--- src/rtl/serial_bus_pkg.sv ---
// Shared types for the two-master serial bus arbiter.
// No logic; latency and backpressure not applicable.
// Holds the state encoding, master ids and watchdog width helper.
package serial_bus_pkg;

    typedef enum logic [1:0] {
        IDLE  = 2'd0,
        ARB   = 2'd1,
        OWNED = 2'd2
    } arb_state_t;

    typedef enum logic {
        M1 = 1'b0,
        M2 = 1'b1
    } master_id_t;

    localparam logic [1:0] SLAVE_SEL_INVALID = 2'd3;

    // Watchdog counter is at least 8 bits wide, wider for long timeouts.
    function automatic int wd_width(input int t);
        return ($clog2(t + 1) > 8) ? $clog2(t + 1) : 8;
    endfunction

endpackage

--- src/rtl/arb_watchdog.sv ---
// Saturating ownership watchdog: expire is high while the count reaches TIMEOUT_CYCLES-1.
// Latency: expire asserts combinationally in the TIMEOUT_CYCLES-th enabled cycle.
// No backpressure; clr has priority over en.
module arb_watchdog
    import serial_bus_pkg::*;
#(
    parameter int TIMEOUT_CYCLES = 255
) (
    input  logic clk,
    input  logic rst,
    input  logic clr,
    input  logic en,
    output logic expire
);

    localparam int CW = wd_width(TIMEOUT_CYCLES);
    localparam logic [CW-1:0] LAST = CW'(TIMEOUT_CYCLES - 1);
    localparam logic [CW-1:0] MAX  = '1;

    logic [CW-1:0] cnt_q, cnt_d;

    always_comb begin
        cnt_d = cnt_q;
        if (clr) begin
            cnt_d = '0;
        end else if (en && (cnt_q != MAX)) begin
            cnt_d = cnt_q + 1'b1;
        end
    end

    always_ff @(posedge clk or negedge rst) begin
        if (!rst) begin
            cnt_q <= '0;
        end else begin
            cnt_q <= cnt_d;
        end
    end

    assign expire = en && (cnt_q >= LAST);

endmodule

--- src/rtl/split_arbiter.sv ---
// Two-master bus arbiter with split-transaction parking and a watchdog; ARB_ROUND_ROBIN_EN selects round-robin ties.
// Latency: request to arb_busy 1 cycle, to grant 2 cycles; release on the edge sampling tx_done/split/timeout.
// Backpressure: requests are levels held until grant; ineligible requests simply wait.
module split_arbiter
    import serial_bus_pkg::*;
#(
    parameter int SLAVE_LEN      = 2,
    parameter int NUM_SLAVES     = 3,
    parameter int TIMEOUT_CYCLES = 255
) (
    input  logic                  clk,
    input  logic                  rst,
    input  logic                  m1_req,
    input  logic                  m2_req,
    input  logic [SLAVE_LEN-1:0]  m1_slave_sel,
    input  logic [SLAVE_LEN-1:0]  m2_slave_sel,
    input  logic                  tx_done,
    input  logic [NUM_SLAVES-1:0] s_split_en,
    output logic                  m1_grant,
    output logic                  m2_grant,
    output logic                  arb_busy,
    output logic                  bus_busy,
    output logic                  bus_owner,
    output logic [SLAVE_LEN-1:0]  bus_sel,
    output logic                  split_pending,
    output logic                  sel_err,
    output logic                  timeout
);

    localparam logic [SLAVE_LEN-1:0] SEL_INV = SLAVE_LEN'(SLAVE_SEL_INVALID);

    arb_state_t            state_q, state_d;
    master_id_t            cand_owner_q, cand_owner_d;
    master_id_t            bus_owner_q, bus_owner_d;
    master_id_t            split_owner_q, split_owner_d;
    logic [SLAVE_LEN-1:0]  cand_sel_q, cand_sel_d;
    logic [SLAVE_LEN-1:0]  bus_sel_q, bus_sel_d;
    logic [SLAVE_LEN-1:0]  split_sel_q, split_sel_d;
    logic                  cand_resume_q, cand_resume_d;
    logic                  split_pending_q, split_pending_d;
    logic                  sel_err_q, sel_err_d;
    logic [1:0]            err_seen_q, err_seen_d;
    logic [NUM_SLAVES-1:0] split_en_prev_q, split_en_prev_d;

    logic m1_inv, m2_inv, m1_ok, m2_ok, resume_ok, split_rise, m1_wins_tie;
    logic wd_expire, timeout_c;

    assign m1_inv = m1_req && (m1_slave_sel == SEL_INV);
    assign m2_inv = m2_req && (m2_slave_sel == SEL_INV);

    // A parked split blocks both its slave and its master until resume.
    assign m1_ok = m1_req && !m1_inv &&
                   !(split_pending_q && ((m1_slave_sel == split_sel_q) || (split_owner_q == M1)));
    assign m2_ok = m2_req && !m2_inv &&
                   !(split_pending_q && ((m2_slave_sel == split_sel_q) || (split_owner_q == M2)));

    assign resume_ok  = split_pending_q && !s_split_en[split_sel_q];
    assign split_rise = s_split_en[bus_sel_q] && !split_en_prev_q[bus_sel_q];
    assign split_en_prev_d = s_split_en;

`ifdef ARB_ROUND_ROBIN_EN
    master_id_t last_owner_q, last_owner_d;

    assign last_owner_d = (state_q == ARB) ? cand_owner_q : last_owner_q;
    assign m1_wins_tie  = (last_owner_q == M2);

    always_ff @(posedge clk or negedge rst) begin
        if (!rst) begin
            last_owner_q <= M2;
        end else begin
            last_owner_q <= last_owner_d;
        end
    end
`else
    assign m1_wins_tie = 1'b1;
`endif

    always_comb begin
        state_d         = state_q;
        cand_owner_d    = cand_owner_q;
        cand_sel_d      = cand_sel_q;
        cand_resume_d   = cand_resume_q;
        bus_owner_d     = bus_owner_q;
        bus_sel_d       = bus_sel_q;
        split_owner_d   = split_owner_q;
        split_sel_d     = split_sel_q;
        split_pending_d = split_pending_q;
        timeout_c       = 1'b0;
        err_seen_d      = {m2_inv, m1_inv};
        sel_err_d       = (m1_inv && !err_seen_q[0]) || (m2_inv && !err_seen_q[1]);

        case (state_q)
            IDLE: begin
                if (resume_ok) begin
                    state_d       = ARB;
                    cand_owner_d  = split_owner_q;
                    cand_sel_d    = split_sel_q;
                    cand_resume_d = 1'b1;
                end else if (m1_ok && (!m2_ok || m1_wins_tie)) begin
                    state_d       = ARB;
                    cand_owner_d  = M1;
                    cand_sel_d    = m1_slave_sel;
                    cand_resume_d = 1'b0;
                end else if (m2_ok) begin
                    state_d       = ARB;
                    cand_owner_d  = M2;
                    cand_sel_d    = m2_slave_sel;
                    cand_resume_d = 1'b0;
                end
            end
            ARB: begin
                state_d     = OWNED;
                bus_owner_d = cand_owner_q;
                bus_sel_d   = cand_sel_q;
                if (cand_resume_q) begin
                    split_pending_d = 1'b0;
                end
            end
            OWNED: begin
                if (tx_done) begin
                    state_d = IDLE;
                end else if (split_rise && !split_pending_q) begin
                    state_d         = IDLE;
                    split_pending_d = 1'b1;
                    split_owner_d   = bus_owner_q;
                    split_sel_d     = bus_sel_q;
                end else if (wd_expire) begin
                    state_d   = IDLE;
                    timeout_c = 1'b1;
                end
            end
            default: state_d = IDLE;
        endcase
    end

    always_ff @(posedge clk or negedge rst) begin
        if (!rst) begin
            state_q         <= IDLE;
            cand_owner_q    <= M1;
            cand_sel_q      <= '0;
            cand_resume_q   <= 1'b0;
            bus_owner_q     <= M1;
            bus_sel_q       <= '0;
            split_owner_q   <= M1;
            split_sel_q     <= '0;
            split_pending_q <= 1'b0;
            sel_err_q       <= 1'b0;
            err_seen_q      <= '0;
            split_en_prev_q <= '0;
        end else begin
            state_q         <= state_d;
            cand_owner_q    <= cand_owner_d;
            cand_sel_q      <= cand_sel_d;
            cand_resume_q   <= cand_resume_d;
            bus_owner_q     <= bus_owner_d;
            bus_sel_q       <= bus_sel_d;
            split_owner_q   <= split_owner_d;
            split_sel_q     <= split_sel_d;
            split_pending_q <= split_pending_d;
            sel_err_q       <= sel_err_d;
            err_seen_q      <= err_seen_d;
            split_en_prev_q <= split_en_prev_d;
        end
    end

    arb_watchdog #(
        .TIMEOUT_CYCLES(TIMEOUT_CYCLES)
    ) u_wd (
        .clk    (clk),
        .rst    (rst),
        .clr    (state_q != OWNED),
        .en     (state_q == OWNED),
        .expire (wd_expire)
    );

    assign m1_grant      = (state_q == OWNED) && (bus_owner_q == M1);
    assign m2_grant      = (state_q == OWNED) && (bus_owner_q == M2);
    assign arb_busy      = (state_q == ARB);
    assign bus_busy      = (state_q == OWNED);
    assign bus_owner     = bus_owner_q;
    assign bus_sel       = bus_sel_q;
    assign split_pending = split_pending_q;
    assign sel_err       = sel_err_q;
    assign timeout       = timeout_c;

endmodule

--- config.mk ---
export PLATFORM = sky130hd
export DESIGN_NAME = split_arbiter
export DESIGN_NICKNAME = d
export VERILOG_FILES = /design/src/rtl/serial_bus_pkg.sv /design/src/rtl/arb_watchdog.sv /design/src/rtl/split_arbiter.sv
export SDC_FILE = /design/constraint.sdc
export NUM_CORES = 1
export LEC_CHECK = 0
export ABC_AREA = 0
export CAP_MARGIN = 0
export CORE_MARGIN = 2
export CORE_UTILIZATION = 40
export DETAILED_ROUTE_END_ITERATION = 7
export GPL_TIMING_DRIVEN = 1
export PLACE_DENSITY_LB_ADDON = 0.12
export SYNTH_ARGS = -nofsm -noshare
export SYNTH_HDL_FRONTEND = slang
export SYNTH_SLANG_ARGS = --single-unit
--- constraint.sdc ---
create_clock -name clk -period 2.12 [get_ports clk]
set_input_delay 0.424 -clock clk [delete_from_list [all_inputs] [get_ports clk]]
set_output_delay 0.424 -clock clk [all_outputs]
set_load 0.1 [all_outputs]
======== Word level (Yosys, flattened, before mapping) ========
Index checks and enable logic that the tools add are counted.
word-level totals
  register bits ........................... 27
  output and inout bits ................... 10
  input bits .............................. 12
operators by class
  bitwise logic cells ..................... 3
  reductions and logical operators ........ 37
  equality and inequality tests ........... 13
  $add $sub $neg .......................... 1
  multiplexer cells ....................... 32
  $lt $le $gt $ge ......................... 3
operator list
  kind                   count
  $mux W2                9
  $logic_and A1 B1 Y1    17
  $mux W1                16
  $mux W8                2
  $logic_not A1 Y1       9
  $add A8 B1 Y8 const B  1
  $ge A8 B8 Y1 const B   1
  $ne A4 B4 Y1 const B   2
  $ne A8 B8 Y1 const B   1
  $bmux W1 S2            3
  $eq A2 B2 Y1 const B   3
  $lt A2 B3 Y1 const B   2
  $ne A2 B2 Y1 const B   3
  $pmux W2 S3            1
  $eq A2 B2 Y1           2
  $reduce_and A2 Y1      2
  $reduce_and A4 Y1      1
  $reduce_bool A2 Y1     2
  $logic_or A1 B1 Y1     3
  $not A1 Y1             3
  $reduce_and A3 Y1      1
  $reduce_bool A3 Y1     1
  $eq A2 B1 Y1 const B   1
  $logic_not A2 Y1       1
  other kinds (2)        2

======== Longest topological paths before layout ========
  word-level depth ........................ 9
  depth in mapped cells ................... 7

======== Modules after synthesis ========
A second synthesis with hierarchy kept.
unflattened totals
  cell total of the unflattened synthesis .. 139
  area total of the unflattened synthesis .. 1426.4 µm²
by module, submodules not included
  module         cells each  area each (µm²)  instances
  split_arbiter  87          934.6            1
  arb_watchdog   52          491.7            1

======== Worst setup path after synthesis ========
No wires, ideal clock.
  path kind ............................... register to output
  start point ............................. register bus_sel_q[0] (netlist: bus_sel[0])
  end point ............................... output port timeout
  cell stages (with the launch flop) ...... 7
  data arrival time ....................... 2.972 ns
  buffers on the path ..................... 0
  path slack .............................. -1.276 ns
  cells stage by stage .................... dfrtp_1 > nor2_1 > nand3_1 > o21ai_0 > nand3_1 > nor3b_1 > nor2b_1
between the ends
  longest elaborated chain between the ends .. 8
  elaborated cells between the ends (all ways) .. 10
ends and longest elaborated chain
  what                           RTL line              source
  start: declaration             split_arbiter.sv:37   logic [SLAVE_LEN-1:0] bus_sel_q, bus_sel_d;
  start signal: assignment       split_arbiter.sv:156  bus_sel_q <= bus_sel_d;
  $bmux W1 S2                    split_arbiter.sv:58   assign split_rise = s_split_en[bus_sel_q] && !split_en_prev_q[bus_sel_q];
  $mux W1 (implied by the code)  split_arbiter.sv:58
  $logic_not A1 Y1               split_arbiter.sv:58
  $logic_and A1 B1 Y1 *          split_arbiter.sv:58
  $logic_and A1 B1 Y1 *          split_arbiter.sv:122  end else if (split_rise && !split_pending_q) begin
  $mux W1 *                      split_arbiter.sv:122
  $mux W1 *                      split_arbiter.sv:120  if (tx_done) begin
  $mux W1 *                      split_arbiter.sv:92   case (state_q)
  end: declaration               split_arbiter.sv:27   output logic timeout
Mark *: on every way between the ends. The rest lies on a longest branch, timed or not. The select of a mux whose other input is x is not followed.

======== Worst setup path after layout ========
Same ends and word-level chain as after synthesis.

==> flow_metrics.env <==
export IMPL_crit_path_start_kind="flip-flop"
export IMPL_yosys_warnings=0
export IMPL_drtIter0Drc=40
export IMPL_grt_max_degree=28
export IMPL_htree_num_levels=1
export IMPL_fin_skew_ns=0.0148
export IMPL_hpwl_um=2070
export IMPL_cp_max_fo=5
export IMPL_grt_setup_unrepaired="true"
export IMPL_syn_cell_area_um2=1360
export IMPL_cts_buffer_depth=2
export IMPL_die_area_um2=3890
export IMPL_synth_seq_cells=27
export IMPL_io_buffers=21
export IMPL_nets=177
export IMPL_synth_nets=142
export IMPL_viasPerCell=5.14
export IMPL_power_total_uw=2420
export IMPL_syn_to_final_growth_pct=33.3
export IMPL_tns_ns=0
export IMPL_cpPeakStageDelay_ns=0.47
export IMPL_route_detailed_drc=0
export IMPL_core_area_um2=3310
export IMPL_final_layout_size_suffix_gt1_frac=0.315
export IMPL_worstPathArrival_ns=1.63
export IMPL_syn_inst=128
export IMPL_critPathCaptureType="output port"
export IMPL_fmax_ghz=0.487
export IMPL_antenna_cells=0
export IMPL_min_delay_path_class="in -> reg"
export IMPL_ant_nets=0
export IMPL_numCtsBuffers=3
export IMPL_path_delay_family="simple AND/OR/NAND/NOR gates"
export IMPL_pin_count=22
export IMPL_cts_tree="yes"
export IMPL_relSlewSlack=0.742
export IMPL_path_buf_inv=1
export IMPL_critical_path_class="reg -> out"
export IMPL_drv_cap=0
export IMPL_antenna_found_initial=0
export IMPL_grt_pass1_vias=1047
export IMPL_final_common_cell="dfrtp_1"
export IMPL_crit_slowest_cell="dfrtp_2"
export IMPL_track_usage=0.155
export IMPL_drt_first_pass_iters=4
export IMPL_p_per_area_nw_per_um2=1330
export IMPL_p_leak_uw=0.000837
export IMPL_die_w_um=62.4
export IMPL_initial_core_util=0.412
export IMPL_rows=21
export IMPL_hold_ws_ns=0.396
export IMPL_gp_congestion=0.732
export IMPL_hold_viol=0
export IMPL_cts_sinks=27
export IMPL_avgSynthCellArea_um2=10.6
export IMPL_cp_required_ns=1.70
export IMPL_grt_ovfl_total=0
export IMPL_insertion_delay_ns=0.33
export IMPL_drv_slew=0
export IMPL_clk_pin_slew_worst_paths_ns=0.14
export IMPL_vias=1069
export IMPL_nFillCells=323
export IMPL_status="complete, no violations"
export IMPL_finalCriticalPeriod_ns=2.05
export IMPL_dieHeight_um=62.4
export IMPL_crit_path_cell_trace="a21oi_2 > o21ai_1 > nand3_1 > nor3b_4 > nor2b_4 > buf_12"
export IMPL_ys_seq_area_frac=0.496
export IMPL_finalCritPeriodShare=0.969
export IMPL_irDropWorstVdd_mv=0.839
export IMPL_cts_root_buffer="clkbuf_4"
export IMPL_wl_um=2770
export IMPL_grt_pass1_wl_um=4860
export IMPL_mostFrequentLayoutCells="dfrtp_1 (23), buf_4 (20), inv_1 (12)"
export IMPL_finalSetupViolations=0
export IMPL_yosysUniqueCellTypes=43
export IMPL_postCtsHoldBufs=0
export IMPL_wl_per_cell_um=13.3
export IMPL_worst_slew_pin_slew_ns=0.385
## final timing paths
check                                                to  slack, ns                       start  cells after the start
setup / recovery                                timeout       0.07      bus_sel[0]$_DFFE_PN0N_                      6
max in group asynchronous     split_pending$_DFFE_PN0P_       1.38                         rst                      2
min in group asynchronous     split_owner_q$_DFFE_PN0P_       0.45                         rst                      2
setup reg to reg              cand_sel_q[1]$_DFFE_PN0P_       0.26  split_sel_q[0]$_DFFE_PN0P_                      6
hold reg to reg                       sel_err$_DFF_PN0_       0.44     err_seen_q[1]$_DFF_PN0_                      1
hold / removal             split_en_prev_q[1]$_DFF_PN0_       0.40               s_split_en[1]                      1
## registers in the layout, summed over array words and instances (netlist names)
register and flops:
sel_err 1, split_en_prev_q 3, u_wd.cnt_q 8, cand_resume_q 1
split_owner_q 1, err_seen_q 2, split_sel_q 2, bus_owner 1
split_pending 1, state_q 2, cand_owner_q 1, cand_sel_q 2
bus_sel 2
## worst reg2reg max path, cell delays in order, from the launching register on
cell	delay, ns
dfrtp_1	0.56
nor2b_1	0.08
o2111ai_1	0.35
nand4_2	0.17
a31oi_2	0.22
nor3_4	0.08
mux2_4	0.31
## report_power, final
part,internal [µW],switching [µW],total (µW),leakage [µW]
sequential,655,171,826,0.000341
combinational,524,844,1370,0.000482
clock,72.1,154,226,0.0000139
## final cells by class
cell class / count / area (µm²) / share of cell area
clock buffer: 3 / 22.5 / 0.0124
inverter: 12 / 45.0 / 0.0248
tap: 46 / 57.6 / 0.0317
multi-input combinational: 83 / 647 / 0.356
clock inverter: 1 / 7.51 / 0.00413
timing repair buffer: 36 / 357 / 0.196
sequential: 27 / 681 / 0.375
## what timing repair did
action / CTS / global route
endpoints found under the setup margin: 1 / 1
pin swaps: 0 / 2
buffers inserted: 0 / 4
resized for setup: 4 / 5
## cell usage after synthesis, drive strengths merged
cell type | number | area (µm²)
a211oi | 2 | 15.0
a21o | 1 | 7.51
a21oi | 4 | 20.0
a22oi | 1 | 7.51
a31oi | 4 | 31.3
a32o | 1 | 10.0
a41o | 1 | 10.0
a41oi | 1 | 8.76
and4 | 1 | 8.76
buf | 2 | 18.8
clkbuf | 4 | 15.0
dfrtp | 27 | 676
ha | 2 | 25.0
inv | 12 | 45.0
mux2 | 6 | 75.1
mux2i | 2 | 20.0
nand2 | 5 | 18.8
nand2b | 1 | 6.26
nand3 | 7 | 35.0
nand3b | 1 | 7.51
nand4 | 3 | 25.0
nor2 | 10 | 37.5
nor2b | 5 | 31.3
nor3 | 2 | 21.3
nor3b | 1 | 7.51
o2111ai | 3 | 32.5
o211a | 1 | 10.0
o211ai | 1 | 7.51
o21ai | 6 | 30.0
o221ai | 1 | 15.0
o22ai | 1 | 6.26
o32a | 1 | 11.3
o32ai | 1 | 8.76
or2b | 1 | 7.51
or3 | 1 | 6.26
xnor2 | 1 | 8.76
xor2 | 4 | 35.0
## cell families (layout without fill, tap and decap cells)
kind of cell	count (synthesis)	count (layout)	synth area share
flops	27	27	0.496
compound gates	30	30	0.170
buf+inv	18	52	0.0578
mux	8	8	0.0698
xor+xnor	5	5	0.0321
fa+ha+maj	2	2	0.0184
simple gates	38	38	0.156
## through the flow
stage	utilization	area, µm²	setup slack (ns)	std cells
floorplan	-	1380	-0.153	128
global placement	0.525	1740	-0.145	200
detailed placement	0.525	1740	-0.162	200
CTS	0.534	1770	0.0145	204
global route	0.549	1820	-0.0454	208
finish	0.549	1820	0.0659	208
## metal layers
| layer | wire length [µm] | GRT usage |
|---|---|---|
| met1 | 1390 | 0.212 |
| met2 | 1250 | 0.243 |
| met3 | 101 | 0.0417 |
| met4 | 25 | 0.0444 |
| met5 | 0 | 0 |
No activity file was read; power rests on OpenSTA's default activity.
